==> src/rtl/ssd_scan_decoder_if.sv <==
// Pin-side inputs and decoded outputs of the seven-segment scan decoder.
// The master drives the display pins; the slave is the decoder.
interface ssd_scan_decoder_if;
    logic [6:0] seg_n;
    logic [3:0] an_n;
    logic [3:0] digit1;
    logic [3:0] digit2;
    logic [3:0] digit3;
    logic [3:0] digit4;
    logic [3:0] digit_blank;
    logic [3:0] digit_err;
    logic       frame_valid;
    logic       scan_lost;

    modport master (
        output seg_n, an_n,
        input  digit1, digit2, digit3, digit4, digit_blank, digit_err, frame_valid, scan_lost
    );

    modport slave (
        input  seg_n, an_n,
        output digit1, digit2, digit3, digit4, digit_blank, digit_err, frame_valid, scan_lost
    );
endinterface

==> src/rtl/ssd_scan_decoder.sv <==
// Receive side of a 4-digit multiplexed seven-segment scan: synchronizes the pins,
// waits for a stable digit, decodes it back to BCD and reports complete frames.
module ssd_scan_decoder #(
    parameter int unsigned STABLE_CYCLES  = 16,
    parameter int unsigned TIMEOUT_CYCLES = 262144
) (
    input logic               clk,
    input logic               rst_n,
    ssd_scan_decoder_if.slave bus
);
    localparam int unsigned CW = $clog2(STABLE_CYCLES + 1);
    localparam int unsigned TW = $clog2(TIMEOUT_CYCLES + 1);
    localparam logic [CW-1:0] CNT_CAP = CW'(STABLE_CYCLES);
    localparam logic [TW-1:0] TO_MAX  = TW'(TIMEOUT_CYCLES);
    localparam logic [TW-1:0] TO_LAST = TW'(TIMEOUT_CYCLES - 1);

    typedef enum logic [1:0] {IDLE, SETTLE, CAPTURED} state_t;

    state_t        state, state_n;
    logic [CW-1:0] cnt, cnt_n;
    logic [TW-1:0] tcnt;
    logic [10:0]   sync1, sync2, prev;
    logic [3:0]    an_low, cap_an, dec_val, mask;
    logic [6:0]    cap_seg;
    logic          an_one, changed, capture, dec_blank, dec_err;
    logic [3:0]    d1, d2, d3, d4, blank_q, err_q;
    logic          fv_q, lost_q;

    // prev is the synced value one cycle older, so it holds the value that was stable
    // for the whole settle window even when the pins move on the capture edge itself.
    always_ff @(posedge clk or negedge rst_n) begin
        if (!rst_n) begin
            sync1 <= '1;
            sync2 <= '1;
            prev  <= '1;
        end else begin
            sync1 <= {bus.an_n, bus.seg_n};
            sync2 <= sync1;
            prev  <= sync2;
        end
    end

    assign an_low  = ~sync2[10:7];
    assign an_one  = (an_low != '0) && ((an_low & (an_low - 4'd1)) == '0);
    assign changed = (sync2 != prev);
    assign cap_an  = prev[10:7];
    assign cap_seg = prev[6:0];

    always_ff @(posedge clk or negedge rst_n) begin
        if (!rst_n) begin
            state <= IDLE;
            cnt   <= '0;
        end else begin
            state <= state_n;
            cnt   <= cnt_n;
        end
    end

    always_comb begin
        state_n = state;
        cnt_n   = cnt;
        capture = 1'b0;
        case (state)
            IDLE: begin
                cnt_n = '0;
                if (an_one) begin
                    state_n = SETTLE;
                    cnt_n   = CW'(1);
                end
            end
            SETTLE: begin
                capture = (cnt == CNT_CAP);
                if (changed) begin
                    if (an_one) begin
                        cnt_n = CW'(1);
                    end else begin
                        state_n = IDLE;
                        cnt_n   = '0;
                    end
                end else if (capture) begin
                    state_n = CAPTURED;
                end else begin
                    cnt_n = cnt + CW'(1);
                end
            end
            CAPTURED: begin
                if (changed) begin
                    if (an_one) begin
                        state_n = SETTLE;
                        cnt_n   = CW'(1);
                    end else begin
                        state_n = IDLE;
                        cnt_n   = '0;
                    end
                end
            end
            default: begin
                state_n = IDLE;
                cnt_n   = '0;
            end
        endcase
    end

    always_comb begin
        dec_blank = 1'b0;
        dec_err   = 1'b0;
        dec_val   = 4'hE;
        case (cap_seg)
            7'b1000000: dec_val = 4'd0;
            7'b1111001: dec_val = 4'd1;
            7'b0100100: dec_val = 4'd2;
            7'b0110000: dec_val = 4'd3;
            7'b0011001: dec_val = 4'd4;
            7'b0010010: dec_val = 4'd5;
            7'b0000010: dec_val = 4'd6;
            7'b1111000: dec_val = 4'd7;
            7'b0000000: dec_val = 4'd8;
            7'b0010000: dec_val = 4'd9;
            7'b1111111: begin
                dec_val   = 4'hF;
                dec_blank = 1'b1;
            end
            default:    dec_err = 1'b1;
        endcase
    end

    // Per-digit bit vectors share the anode ordering, so ~cap_an selects the bit directly.
    always_ff @(posedge clk or negedge rst_n) begin
        if (!rst_n) begin
            d1      <= 4'hF;
            d2      <= 4'hF;
            d3      <= 4'hF;
            d4      <= 4'hF;
            blank_q <= '1;
            err_q   <= '0;
            mask    <= '0;
            fv_q    <= 1'b0;
            lost_q  <= 1'b0;
            tcnt    <= '0;
        end else begin
            fv_q <= (mask == 4'hF);
            if (capture) begin
                if (!cap_an[3]) d1 <= dec_val;
                if (!cap_an[2]) d2 <= dec_val;
                if (!cap_an[1]) d3 <= dec_val;
                if (!cap_an[0]) d4 <= dec_val;
                blank_q <= (blank_q & cap_an) | (~cap_an & {4{dec_blank}});
                err_q   <= (err_q & cap_an) | (~cap_an & {4{dec_err}});
                mask    <= mask | ~cap_an;
                tcnt    <= '0;
                lost_q  <= 1'b0;
            end else begin
                if (tcnt != TO_MAX) tcnt <= tcnt + TW'(1);
                if (tcnt == TO_LAST) begin
                    lost_q <= 1'b1;
                    mask   <= '0;
                end else if (mask == 4'hF) begin
                    mask <= '0;
                end
            end
        end
    end

    assign bus.digit1      = d1;
    assign bus.digit2      = d2;
    assign bus.digit3      = d3;
    assign bus.digit4      = d4;
    assign bus.digit_blank = blank_q;
    assign bus.digit_err   = err_q;
    assign bus.frame_valid = fv_q;
    assign bus.scan_lost   = lost_q;
endmodule

==> src/flat_wrapper.sv <==
// flat-port wrapper written by rule: the top's interface ports become plain ports
module ssd_scan_decoder_flat 
#(
    parameter int unsigned STABLE_CYCLES  = 16,
    parameter int unsigned TIMEOUT_CYCLES = 262144
)
  (clk, rst_n, bus_seg_n, bus_an_n, bus_digit1, bus_digit2, bus_digit3, bus_digit4, bus_digit_blank, bus_digit_err, bus_frame_valid, bus_scan_lost);
  ssd_scan_decoder_if bus_i ();
  input logic clk;
  input logic rst_n;
  input wire logic [$bits(bus_i.seg_n)-1:0] bus_seg_n;
  input wire logic [$bits(bus_i.an_n)-1:0] bus_an_n;
  output wire logic [$bits(bus_i.digit1)-1:0] bus_digit1;
  output wire logic [$bits(bus_i.digit2)-1:0] bus_digit2;
  output wire logic [$bits(bus_i.digit3)-1:0] bus_digit3;
  output wire logic [$bits(bus_i.digit4)-1:0] bus_digit4;
  output wire logic [$bits(bus_i.digit_blank)-1:0] bus_digit_blank;
  output wire logic [$bits(bus_i.digit_err)-1:0] bus_digit_err;
  output wire logic [$bits(bus_i.frame_valid)-1:0] bus_frame_valid;
  output wire logic [$bits(bus_i.scan_lost)-1:0] bus_scan_lost;
  assign bus_i.seg_n = bus_seg_n;
  assign bus_i.an_n = bus_an_n;
  assign bus_digit1 = bus_i.digit1;
  assign bus_digit2 = bus_i.digit2;
  assign bus_digit3 = bus_i.digit3;
  assign bus_digit4 = bus_i.digit4;
  assign bus_digit_blank = bus_i.digit_blank;
  assign bus_digit_err = bus_i.digit_err;
  assign bus_frame_valid = bus_i.frame_valid;
  assign bus_scan_lost = bus_i.scan_lost;
  ssd_scan_decoder #(.STABLE_CYCLES(STABLE_CYCLES), .TIMEOUT_CYCLES(TIMEOUT_CYCLES)) u_core (.clk(clk), .rst_n(rst_n), .bus(bus_i));
endmodule
==> config.mk <==
export PLATFORM = sky130hd
export DESIGN_NAME = ssd_scan_decoder_flat
export DESIGN_NICKNAME = d
export VERILOG_FILES = /design/src/rtl/ssd_scan_decoder_if.sv /design/src/rtl/ssd_scan_decoder.sv /design/src/flat_wrapper.sv
export SDC_FILE = /design/constraint.sdc
export NUM_CORES = 1
export LEC_CHECK = 0
export ABC_AREA = 1
export CAP_MARGIN = 15
export CORE_ASPECT_RATIO = 1.4
export CORE_MARGIN = 2
export CORE_UTILIZATION = 30
export CTS_BUF_LIST = sky130_fd_sc_hd__clkbuf_4 sky130_fd_sc_hd__clkbuf_8 sky130_fd_sc_hd__clkbuf_16
export CTS_CLUSTER_SIZE = 30
export DETAILED_ROUTE_END_ITERATION = 10
export GPL_TIMING_DRIVEN = 0
export PLACE_DENSITY_LB_ADDON = 0.2
export SLEW_MARGIN = 25
export SYNTH_ARGS = -nofsm -noshare
export SYNTH_HDL_FRONTEND = slang
export SYNTH_SLANG_ARGS = --single-unit
==> constraint.sdc <==
create_clock -name clk -period 2.7 [get_ports clk]
set_input_delay 0.54 -clock clk [delete_from_list [all_inputs] [get_ports clk]]
set_output_delay 0.54 -clock clk [all_outputs]
set_load 0.01 [all_outputs]
==> out/qor.yml <==
clocking:
  cts_tree: "yes"
  cts_resized: 0
  h-tree-depth: 3
  numCtsBuffers: 9
  post_cts_buffers: 0
  clock_latency_ns: 0.34
  clock_path_buffers: 2
  cts.clk_slew.worst_paths_ns: 0.07
  cts_sinks: 89
  cts_root_buffer: "clkbuf_16"
  holdBufCountCts: 0
pwr:
  p_sw_mw: 0.7797
  pwr-share-comb: 0.082
  ir_worst_vdd_uv: 266.9
  leakagePower_nw: 2.180
  switching_share: 0.2583
  p_int_mw: 2.239
  clock_power_share: 0.438
  power_density_nw_per_um2: 619.6
  seqPwrFrac: 0.480
setup_path:
  cp_cell_sequence: "clkdlybuf4s50_1"
  critPathMaxFanout: 2
  cp.buffers_inverters: 1
  crit_family: "flip-flops"
  start_kind: "flip-flop"
  slowest_stage: "dfstp_2"
  reg2reg_depth: 11
  worstSetupPathType: "flip-flop to primary output"
  slowest_delay_ns: 0.55
  worstSetupEndpointType: "primary output"
  worst_ep_required_time_ns: 2.16
  arrival_ns: 1.42
  reg2reg_slack_ns: 0.85
  worst-path-stages: 1
synth:
  synth_compound_area_frac: 0.05981
  synth-seq-cells: 89
  synth_top_family_by_area: "simple AND/OR/NAND/NOR gates"
  synth-seq-area-share: 0.5801
  synthCells: 428
  synth_nets: 445
  synth_edf_count: 0
  yosys.area_share.simple: 0.2785
  synth_flop_cell: "dfstp_2"
  synthAdderAreaFrac: 0.01266
  syn_area_sq_um: 3954
  yosysUniqueCellTypes: 33
  async_flop_share: 1.000
  synth-xor-area-share: 0.01772
  synth_area_per_cell_sq_um: 9.238
  synthMuxAreaShare: 0
  ys_warn_count: 0
sta:
  worst_hold_slack_ns: 0.07586
  tightest_slew_ns: 0.4142
  timing.slew.headroom: 0.7229
  rsz0062_at_grt: "no"
  fin_crit_sh: 0.7278
  fmax_ghz: 0.5089
  fin_crit_ns: 1.965
  setup_viol: 0
  drv_slew: 0
  finalHoldViolations: 0
  fin_skew_ns: 0.007744
detailed_routing:
  wire_per_inst_um: 12.02
  drtAntennaViolNets: 0
  drtIter0Drc: 130
  routed_wl_mm: 7.644
  dr.pass1.iters: 4
  via_count: 2889
  viasPerCell: 4.542
  drc: 0
cells_and_area:
  num-fill-cells: 1294
  finalInstanceArea_sq_um: 4872
  nets: 495
  n_antenna_cell: 0
  seqCellArea_sq_um: 2293
  drive_above_1_share: 0.2360
  multi_input_area_sq_um: 1458
  syn2layout_area_growth_pct: 23.23
floorplan:
  core.rowCount: 49
  die_w_um: 101.0
  dieArea_sq_um: 14130
  die_y_um: 139.8
  design.core.area_sq_um: 12870
  initial_utilization: 0.3071
  ios: 39
global_route:
  antenna_found_initial: 0
  grt_usage: 0.1181
  overflow: 0
  grt_max_degree: 56
  grt_pass1_wl_mm: 13.15
  grt_pass1_vias: 2799
run_status:
  status: "complete, no violations"
place:
  hpwl_mm: 5.562
  place_congestion: 0.8192
  numPortBuffers: 38
  placed_area_sq_um: 4554
hold_path:
  hp-class: "primary input to asynchronous set/reset pin"
run:
  maxCapViolCount: 0
## flip-flops by register name (all words and copies together), names as in the netlist, named ones only
signal                  flops
u_core.state                2
u_core.bus.frame_valid      1
u_core.prev                11
u_core.bus.digit1           4
u_core.tcnt                19
u_core.bus.digit3           4
u_core.bus.scan_lost        1
u_core.sync2               11
u_core.bus.digit2           4
u_core.cnt                  5
u_core.sync1               11
u_core.bus.digit4           4
u_core.mask                 4
## placed cells by master (no fill, tap or decap), types with 8 or more instances in the layout
| master | count |
|---|---|
| dfstp_2 | 53 |
| clkdlybuf4s50_1 | 37 |
| o21ai_0 | 20 |
| nand4_1 | 9 |
| nor3_1 | 8 |
| a21oi_1 | 16 |
| inv_2 | 9 |
| clkbuf_16 | 9 |
| dfrtp_1 | 36 |
| nor2_2 | 9 |
| inv_1 | 40 |
| nand2_1 | 121 |
| nand3_1 | 19 |
| nor2_1 | 37 |
## per-layer routing
| metal | wire length (um) | global-route usage |
|---|---|---|
| met2 | 3837 | 0.1979 |
| met1 | 3421 | 0.1398 |
| met5 | 0 | 0 |
| met4 | 155 | 0.05405 |
| met3 | 230 | 0.03114 |
## final cells by class
cell class              count  area share
flip-flops and latches     89      0.4707
multi-input cells         286      0.2992
repair buffers             39     0.08398
clock buffers               9     0.04622
well taps                 153     0.03929
inverters                  50     0.03852
clock inverters             7     0.01900
plain buffers               3    0.003082
## synth_stat cells, types with 2 or more instances
library cell  instances  area share
nor3_1                8       0.010
nor4_1                3      0.0047
o21ai_0              20       0.025
nand3_2               4       0.010
xor2_1                2      0.0044
nand2_2               4      0.0063
inv_1                40       0.038
xnor2_1               6       0.013
ha_1                  4       0.013
nor2_1               37       0.035
a21oi_1              16       0.020
nand2_1             121        0.11
nand3_1              19       0.024
nor2_2                9       0.014
nand4_2               4       0.013
dfrtp_1              36        0.23
nor2_4                6       0.017
o21ai_1               4      0.0051
buf_2                 2      0.0025
nand4_1               9       0.014
dfstp_2              53        0.35
and3_1                2      0.0032
inv_2                 9      0.0085
## cell families (layout without fill, tap and decap cells)
group,Yosys count,after routing
buf+inv,53,108
fa+ha+maj,4,4
compound gates,45,45
simple gates,229,229
flops,89,89
xor+xnor,8,8
## per-stage QoR
stage,TNS (ns),utilization,power [mW],setup WS [ns],instances
after floorplan,0,-,1.634,1.141,428
after global placement,-139.29,0.3515,1.710,-2.212,619
after detailed placement,0,0.3537,1.723,0.8473,620
after CTS,0,0.3784,3.059,0.7245,636
after global routing,0,0.3784,3.152,0.5840,636
final,0,0.3784,3.019,0.7351,636
## final timing paths
path                                           start                    to
worst min register to register       u_core.sync1[9]       u_core.sync2[9]
min in group clk                     u_core.sync1[9]       u_core.sync2[9]
worst min-delay path                           rst_n         u_core.cnt[1]
worst max register to register        u_core.tcnt[0]        u_core.mask[1]
worst max-delay path            u_core.bus.digit3[3]         bus_digit3[3]
max in group asynchronous                      rst_n  u_core.bus.digit2[1]
## power groups by stage
stage	clock network [mW]	registers (mW)	logic (mW)
3_3_place_gp	0	1.47	0.242
5_1_grt	1.41	1.46	0.284
3_5_place_dp	0	1.47	0.253
6_report	1.32	1.45	0.247
4_1_cts	1.36	1.45	0.254
2_1_floorplan	0	1.46	0.174
(Power assumes the default switching activity.)
